[config.mk]
export PLATFORM = sky130hd
export DESIGN_NAME = inv_butterfly_flat
export DESIGN_NICKNAME = d
export VERILOG_FILES = /design/src/rtl/inv_butterfly_pkg.sv /design/src/rtl/inv_butterfly_if.sv /design/src/rtl/inv_butterfly_cmul.sv /design/src/rtl/inv_butterfly.sv /design/src/flat_wrapper.sv
export SDC_FILE = /design/constraint.sdc
export NUM_CORES = 2
export LEC_CHECK = 0
export CAP_MARGIN = 10
export CORE_MARGIN = 10
export CORE_UTILIZATION = 40
export DETAILED_ROUTE_END_ITERATION = 8
export PLACE_DENSITY_LB_ADDON = 0.1
export SYNTH_ARGS = -nofsm -noshare
export SYNTH_HDL_FRONTEND = slang
export SYNTH_SLANG_ARGS = --single-unit
[constraint.sdc]
create_clock -name clk -period 8.5 [get_ports clk]
set_input_delay 1.7 -clock clk [delete_from_list [all_inputs] [get_ports clk]]
set_output_delay 1.7 -clock clk [all_outputs]
set_load 0.01 [all_outputs]
[src/rtl/inv_butterfly_pkg.sv]
// Shared FFT datapath definitions: butterfly FSM states, a complex sample type
// at the default component width, and fixed-point constants.
package fft_pkg;

    typedef enum logic [1:0] {
        IDLE = 2'd0,
        CALC = 2'd1,
        DONE = 2'd2
    } state_e;

    localparam int CPLX_W   = 32;
    localparam int FRAC_DEF = 16;

    // Complex sample at the default width; blocks built for other widths declare their own.
    typedef struct packed {
        logic signed [CPLX_W-1:0] re;
        logic signed [CPLX_W-1:0] im;
    } cplx_t;

    localparam logic [CPLX_W-1:0] FX_ONE = 32'd1 << FRAC_DEF;

    // Fixed-point one for an arbitrary number of fractional bits.
    function automatic logic [63:0] fx_one(input int frac);
        fx_one = 64'd1 << frac;
    endfunction

endpackage

[src/rtl/inv_butterfly_if.sv]
// Handshake and data bundle between the inverse butterfly and its neighbours.
// The slave side is the butterfly; the master side feeds c/d/w and drains a/b.
interface inv_butterfly_if #(
    parameter int N = 32
);
    logic         recv_val;
    logic         recv_rdy;
    logic [N-1:0] cr, cc, dr, dc, wr, wc;
    logic         send_val;
    logic         send_rdy;
    logic [N-1:0] ar, ac, br, bc;

    modport master (
        output recv_val, cr, cc, dr, dc, wr, wc, send_rdy,
        input  recv_rdy, send_val, ar, ac, br, bc
    );

    modport slave (
        input  recv_val, cr, cc, dr, dc, wr, wc, send_rdy,
        output recv_rdy, send_val, ar, ac, br, bc
    );
endinterface

[src/rtl/inv_butterfly_cmul.sv]
// Bit-serial signed multiply of t by conj(w): one bit of t per cycle, LSB first,
// with the sign bit subtracted. The final iteration's sum is exposed combinationally.
module inv_bfly_cmul
    import fft_pkg::*;
#(
    parameter int N = 32,
    parameter int D = 16
) (
    input  logic         clk,
    input  logic         reset,
    input  logic         i_start,
    input  logic [N-1:0] i_wr,
    input  logic [N-1:0] i_wc,
    input  logic [N:0]   i_tr,
    input  logic [N:0]   i_tc,
    output logic         o_done,
    output logic [N-1:0] o_br,
    output logic [N-1:0] o_bc
);
    localparam int AW = 2*N + 2;
    localparam int CW = $clog2(N + 2);

    logic          r_busy;
    logic [CW-1:0] r_cnt;
    logic [AW-1:0] r_wr_sh, r_wc_sh;
    logic [N:0]    r_tr_sh, r_tc_sh;
    logic [AW-1:0] r_acc_rr, r_acc_cc, r_acc_rc, r_acc_cr;

    logic          w_last;
    logic [AW-1:0] w_rr_nx, w_cc_nx, w_rc_nx, w_cr_nx;
    logic [AW-1:0] w_re, w_im;

    // Partial product for one bit of t; the top bit carries negative weight.
    function automatic logic [AW-1:0] pp_term(input logic bit_v, input logic neg,
                                              input logic [AW-1:0] val);
        if (!bit_v) begin
            pp_term = '0;
        end else if (neg) begin
            pp_term = -val;
        end else begin
            pp_term = val;
        end
    endfunction

    assign w_last  = (r_cnt == CW'(N));
    assign w_rr_nx = r_acc_rr + pp_term(r_tr_sh[0], w_last, r_wr_sh);
    assign w_cc_nx = r_acc_cc + pp_term(r_tc_sh[0], w_last, r_wc_sh);
    assign w_rc_nx = r_acc_rc + pp_term(r_tc_sh[0], w_last, r_wr_sh);
    assign w_cr_nx = r_acc_cr + pp_term(r_tr_sh[0], w_last, r_wc_sh);
    assign w_re    = w_rr_nx + w_cc_nx;
    assign w_im    = w_rc_nx - w_cr_nx;

    // Floor shift by d+1 then keep the low n bits (wraps, no saturation).
    assign o_br   = w_re[D+1 +: N];
    assign o_bc   = w_im[D+1 +: N];
    assign o_done = r_busy && w_last;

    // Operand load on start, then one shift-and-accumulate step per cycle.
    always_ff @(posedge clk) begin
        if (!reset) begin
            r_busy   <= 1'b0;
            r_cnt    <= '0;
            r_wr_sh  <= '0;
            r_wc_sh  <= '0;
            r_tr_sh  <= '0;
            r_tc_sh  <= '0;
            r_acc_rr <= '0;
            r_acc_cc <= '0;
            r_acc_rc <= '0;
            r_acc_cr <= '0;
        end else if (i_start) begin
            r_busy   <= 1'b1;
            r_cnt    <= '0;
            r_wr_sh  <= {{(AW-N){i_wr[N-1]}}, i_wr};
            r_wc_sh  <= {{(AW-N){i_wc[N-1]}}, i_wc};
            r_tr_sh  <= i_tr;
            r_tc_sh  <= i_tc;
            r_acc_rr <= '0;
            r_acc_cc <= '0;
            r_acc_rc <= '0;
            r_acc_cr <= '0;
        end else if (r_busy) begin
            r_busy   <= !w_last;
            r_cnt    <= r_cnt + CW'(1);
            r_wr_sh  <= r_wr_sh << 1;
            r_wc_sh  <= r_wc_sh << 1;
            r_tr_sh  <= r_tr_sh >> 1;
            r_tc_sh  <= r_tc_sh >> 1;
            r_acc_rr <= w_rr_nx;
            r_acc_cc <= w_cc_nx;
            r_acc_rc <= w_rc_nx;
            r_acc_cr <= w_cr_nx;
        end else begin
            r_busy <= 1'b0;
        end
    end
endmodule

[src/rtl/inv_butterfly.sv]
// Inverse radix-2 butterfly: a = (c+d)/2, b = conj(w)*(c-d)/2, one transaction
// in flight, val/rdy on both sides.
module inv_butterfly
    import fft_pkg::*;
#(
    parameter int N    = 32,
    parameter int D    = 16,
    parameter int MULT = 1
) (
    input  logic           clk,
    input  logic           reset,
    inv_butterfly_if.slave bus
);
    localparam bit HAS_MUL = (MULT != 0);

    state_e       r_state, w_state_nx;
    logic         w_accept;
    logic [N:0]   w_sr, w_sc, w_tr, w_tc;
    logic [N-1:0] r_ar, r_ac, r_br, r_bc;
    logic         w_cmul_done;
    logic [N-1:0] w_mbr, w_mbc;

    // n+1-bit sum/difference so full-scale inputs cannot overflow.
    assign w_sr = {bus.cr[N-1], bus.cr} + {bus.dr[N-1], bus.dr};
    assign w_sc = {bus.cc[N-1], bus.cc} + {bus.dc[N-1], bus.dc};
    assign w_tr = {bus.cr[N-1], bus.cr} - {bus.dr[N-1], bus.dr};
    assign w_tc = {bus.cc[N-1], bus.cc} - {bus.dc[N-1], bus.dc};

    generate
        if (HAS_MUL) begin : g_cmul
            inv_bfly_cmul #(.N(N), .D(D)) u_cmul (
                .clk     (clk),
                .reset   (reset),
                .i_start (w_accept),
                .i_wr    (bus.wr),
                .i_wc    (bus.wc),
                .i_tr    (w_tr),
                .i_tc    (w_tc),
                .o_done  (w_cmul_done),
                .o_br    (w_mbr),
                .o_bc    (w_mbc)
            );
        end else begin : g_nomul
            assign w_cmul_done = 1'b0;
            assign w_mbr       = '0;
            assign w_mbc       = '0;
        end
    endgenerate

    // Next-state decode; input is only taken while idle.
    always_comb begin
        w_state_nx = r_state;
        w_accept   = 1'b0;
        case (r_state)
            IDLE: begin
                if (bus.recv_val) begin
                    w_accept   = 1'b1;
                    w_state_nx = HAS_MUL ? CALC : DONE;
                end else begin
                    w_state_nx = IDLE;
                end
            end
            CALC: begin
                if (w_cmul_done) begin
                    w_state_nx = DONE;
                end else begin
                    w_state_nx = CALC;
                end
            end
            DONE: begin
                if (bus.send_rdy) begin
                    w_state_nx = IDLE;
                end else begin
                    w_state_nx = DONE;
                end
            end
            default: w_state_nx = IDLE;
        endcase
    end

    // State and result registers; a is captured at accept, b when it is known.
    always_ff @(posedge clk) begin
        if (!reset) begin
            r_state <= IDLE;
            r_ar    <= '0;
            r_ac    <= '0;
            r_br    <= '0;
            r_bc    <= '0;
        end else begin
            r_state <= w_state_nx;
            if (w_accept) begin
                r_ar <= w_sr[N:1];
                r_ac <= w_sc[N:1];
            end
            if (w_accept && !HAS_MUL) begin
                r_br <= w_tr[N:1];
                r_bc <= w_tc[N:1];
            end else if ((r_state == CALC) && w_cmul_done) begin
                r_br <= w_mbr;
                r_bc <= w_mbc;
            end
        end
    end

    assign bus.recv_rdy = (r_state == IDLE);
    assign bus.send_val = (r_state == DONE);
    assign bus.ar       = r_ar;
    assign bus.ac       = r_ac;
    assign bus.br       = r_br;
    assign bus.bc       = r_bc;
endmodule
[src/flat_wrapper.sv]
// flat-port wrapper written by rule: the top's interface ports become plain ports
module inv_butterfly_flat import fft_pkg::*;
#(
    parameter int N    = 32,
    parameter int D    = 16,
    parameter int MULT = 1
)
  (clk, reset, bus_recv_val, bus_cr, bus_cc, bus_dr, bus_dc, bus_wr, bus_wc, bus_send_rdy, bus_recv_rdy, bus_send_val, bus_ar, bus_ac, bus_br, bus_bc);
  inv_butterfly_if #(.N(N)) bus_i ();
  input  logic clk;
  input  logic reset;
  input wire logic [$bits(bus_i.recv_val)-1:0] bus_recv_val;
  input wire logic [$bits(bus_i.cr)-1:0] bus_cr;
  input wire logic [$bits(bus_i.cc)-1:0] bus_cc;
  input wire logic [$bits(bus_i.dr)-1:0] bus_dr;
  input wire logic [$bits(bus_i.dc)-1:0] bus_dc;
  input wire logic [$bits(bus_i.wr)-1:0] bus_wr;
  input wire logic [$bits(bus_i.wc)-1:0] bus_wc;
  input wire logic [$bits(bus_i.send_rdy)-1:0] bus_send_rdy;
  output wire logic [$bits(bus_i.recv_rdy)-1:0] bus_recv_rdy;
  output wire logic [$bits(bus_i.send_val)-1:0] bus_send_val;
  output wire logic [$bits(bus_i.ar)-1:0] bus_ar;
  output wire logic [$bits(bus_i.ac)-1:0] bus_ac;
  output wire logic [$bits(bus_i.br)-1:0] bus_br;
  output wire logic [$bits(bus_i.bc)-1:0] bus_bc;
  assign bus_i.recv_val = bus_recv_val;
  assign bus_i.cr = bus_cr;
  assign bus_i.cc = bus_cc;
  assign bus_i.dr = bus_dr;
  assign bus_i.dc = bus_dc;
  assign bus_i.wr = bus_wr;
  assign bus_i.wc = bus_wc;
  assign bus_i.send_rdy = bus_send_rdy;
  assign bus_recv_rdy = bus_i.recv_rdy;
  assign bus_send_val = bus_i.send_val;
  assign bus_ar = bus_i.ar;
  assign bus_ac = bus_i.ac;
  assign bus_br = bus_i.br;
  assign bus_bc = bus_i.bc;
  inv_butterfly #(.N(N), .D(D), .MULT(MULT)) u_core (.clk(clk), .reset(reset), .bus(bus_i));
endmodule
==> out/summary.txt <==
status = complete, no violations
slew at the pin with the worst max-slew slack = 1.108 ns
Hold Fails Final Rpt = 0
largest family of logic cells by synthesized area = compound AO/OA/AOI/OAI gates
dominant synthesized flop cell = dfxtp_1
CP peak stage delay = 0.46 ns
nets@finish = 5939
Synth Register Bits = 497
Post-synth EDFFs = 0
Bufs and invs on worst path = 1
first-pass GRT wire length = 201500 µm
CP Class = flip-flop to flip-flop
Die Wd = 339.1 µm
worst-path fanout max = 7
mean routed wirelength per cell = 19.34 µm
Die ar. = 115000 µm²
via count = 36610
Setup crit start kind = flip-flop
Setup Viol. Count Final = 0
WHS = 0.4454 ns
Synth Cell Area = 40730 µm²
vias in the first global route = 35370
I/O pins = 326
clock latency on the worst-skew pair = 0.63 ns
fraction of layout cells with a size suffix above 1 = 5.007%
post-synthesis xor/xnor area fraction = 9.365%
Routed WL = 130200 µm
Initial Utilization = 40.50%
Achievable Freq = 124.8 MHz
clk slew on worst S/H paths = 0.05 ns
root buffer cell = clkbuf_16
Final Max Slew Viols = 0
syn avg cell area = 7.934 µm²
Layout area overhead = 16.54%
critical path's top delay family = compound AO/OA/AOI/OAI gates
initial antenna violation count = 26
VDD IR max = 0.0001443 V
mux cell area share after synthesis = 7.350%
via density per instance = 5.438
Worst Path Required = 9.02 ns
GPL Wtd Cong = 0.9360
DRC violation total after the first TritonRoute iteration = 1965
Buffers on Ports = 325
Final TNS setup = 0 ns
Hold Crit Class = flip-flop to flip-flop
Place WS = 0.04941 ns
simple-gate share of the synthesized area = 18.69%
GRT overflow = 0
Core Area = 100600 µm²
largest net degree at the start of global routing = 119
pwr/cell area = 155.6 nW/µm²
Synth Instances = 5134
relative slew slack = 26.13%
Max H-tree Level = 3
# rows = 116
Max clock buf depth = 3
final worst setup slack = 0.4857 ns
GRT Overall Usage = 21.63%
adder-cell share of the synthesized area = 13.04%
register area share after synthesis = 24.43%
die span in y = 339.1 µm
DR pass1 iterations = 6
P_leak = 19.82 nW
skew final = 0.03676 ns
Yosys cell types = 106
slowest CP cell = or4_1
post-route minimum period = 8.014 ns
# DRC = 0
CTS sink cnt = 497
Antenna Violating Nets Remaining = 0
fin crit share = 94.29%
total power = 7.387 mW
fillers = 10060
MaxCap Viol Count = 0
Yosys warning total = 0
ys async rst share = 0%
post-detail-place hpwl = 100200 µm
Setup crit end kind = flip-flop
area fraction in compound gates after synthesis = 22.58%
TritonCTS clock tree = done
critical path arrival = 8.53 ns
CP most frequent cell = nand2_1
Net Count, Synth = 5747
cts bufs inserted = 67
[final cells by class]
class,count,area [µm²],share of cell area [%]
well taps,1357,1698,3.577
multi-input cells,4151,29070,61.24
clock inverters,15,135.1,0.2847
repair buffers,383,3721,7.838
inverters,226,855.8,1.803
diodes,3,7.507,0.01581
clock buffers,100,2026,4.267
flip-flops and latches,497,9956,20.97
[repair_timing]
| action | 4_1_cts | 5_1_grt |
|---|---|---|
| gates resized for setup | 0 | 24 |
| endpoints found under the setup margin | 0 | 21 |
| buffers inserted | 0 | 4 |
| hold buffers | 0 | 0 |
[cells in the final DEF, fill, tap and decap left out, types with 19 or more instances in the layout]
cell             count
ha_1               408
nand2b_1            43
clkbuf_16           71
or2_2               19
xor2_1             143
a31oi_1             35
nand2_1            324
and2_1              32
nor3_1              79
o31ai_1             27
xnor2_1            290
o21ai_0            223
a21o_1             116
a211oi_1           181
inv_1              224
o211ai_1            34
mux2i_1            289
buf_4               55
or3_1               36
clkdlybuf4s50_1    324
a21oi_1            463
nor2_1             574
nor2b_1            250
nand3_1             63
dfxtp_1            494
nand4_1             37
o21a_1              67
and3_1              39
o21bai_1            62
[power by group]
group / total (mW) / internal [mW] / switching, mW / leakage [nW]
clock network: 2.83 / 1.70 / 1.13 / 1.07
logic: 1.97 / 0.822 / 1.14 / 14.7
registers: 2.59 / 2.46 / 0.130 / 4.06
total: 7.39 / 4.98 / 2.41 / 19.8
[cell usage after synthesis, types with 13 or more instances]
library cell / n / share of area [%]
o21ai_0: 224 / 2.8
a211oi_1: 181 / 3.3
or2_2: 19 / 0.29
a21o_1: 116 / 2.1
dfxtp_1: 497 / 24
nor3_1: 80 / 0.98
o31ai_1: 27 / 0.50
a21boi_0: 14 / 0.26
mux2i_1: 289 / 7.1
ha_1: 409 / 13
a21oi_1: 464 / 5.7
nor2_1: 577 / 5.3
o21bai_1: 62 / 1.1
nand2b_1: 43 / 0.66
and2_1: 33 / 0.51
nand4_1: 37 / 0.57
nor4_1: 14 / 0.22
nand2_1: 326 / 3.0
buf_1: 38 / 0.35
a31oi_1: 36 / 0.55
nor2b_1: 251 / 3.9
o21a_1: 67 / 1.2
clkbuf_1: 212 / 2.0
and3_1: 41 / 0.63
xnor2_1: 290 / 6.2
a311oi_1: 14 / 0.30
nand3_1: 64 / 0.79
or3_1: 36 / 0.55
o211ai_1: 34 / 0.63
xor2_1: 143 / 3.1
o21ai_1: 15 / 0.18
inv_1: 224 / 2.1
or4_1: 13 / 0.24
[flip-flops by register name, indices dropped and copies added, names as in the netlist]
register	flops
u_core.bus.ac	32
u_core.bus.br	32
u_core.g_cmul.u_cmul.r_acc_rc	49
u_core.g_cmul.u_cmul.r_busy	1
u_core.g_cmul.u_cmul.r_wc_sh	49
u_core.g_cmul.u_cmul.r_acc_cr	49
u_core.r_state	2
u_core.g_cmul.u_cmul.r_acc_cc	49
u_core.g_cmul.u_cmul.r_tr_sh	33
u_core.g_cmul.u_cmul.r_wr_sh	49
u_core.g_cmul.u_cmul.r_cnt	6
u_core.g_cmul.u_cmul.r_acc_rr	49
u_core.g_cmul.u_cmul.r_tc_sh	33
u_core.bus.bc	32
u_core.bus.ar	32
[metrics by stage]
step	std cells	utilization, %	area (µm²)
2_1_floorplan	5134	-	40730
3_3_place_gp	6610	44.90	45160
4_1_cts	6725	47.05	47320
3_5_place_dp	6610	44.90	45160
5_1_grt	6729	47.19	47460
6_report	6732	47.20	47470
[layer usage]
layer,up-vias,share of wire [%],global-route usage (%)
met3,189,6.9,5.506
met1,16980,48,29.57
met5,-,0.22,0
met2,789,42,33.33
li1,18600,-,-
met4,46,2.4,5.904
[worst reg2reg max path: cells and delay by family, from the launching register on]
kind / cells / cell delay [ns]
compound gates: 16 / 3.30
simple gates: 14 / 2.68
fa+ha+maj: 3 / 1.02
flops: 1 / 0.36
xor+xnor: 2 / 0.36
buf+inv: 1 / 0.18
[cells by family (layout without fill, tap and decap cells)]
logic type / Yosys count / in the layout
AOI/OAI and AO/OA: 1414 / 1414
xor gates and xnor gates: 434 / 434
adders and majority gates: 420 / 420
buffers and inverters: 486 / 724
DFF: 497 / 497
muxes: 298 / 298
other: 0 / 3
and+or+nand+nor: 1585 / 1585
[final timing paths]
check / start / endpoint / slack (ns) / cells after the start
worst max-delay path: u_core.g_cmul.u_cmul.r_wc_sh[0]$_SDFFE_PN0P_ / u_core.bus.bc[29]$_SDFFE_PN0P_ / 0.49 / 36
worst min-delay path: u_core.bus.br[2]$_SDFFE_PN0P_ / u_core.bus.br[2]$_SDFFE_PN0P_ / 0.45 / 2
worst max register to register: u_core.g_cmul.u_cmul.r_wc_sh[0]$_SDFFE_PN0P_ / u_core.bus.bc[29]$_SDFFE_PN0P_ / 0.49 / 36
worst min register to register: u_core.bus.br[2]$_SDFFE_PN0P_ / u_core.bus.br[2]$_SDFFE_PN0P_ / 0.45 / 2
No activity file was read; power rests on OpenSTA's default activity.
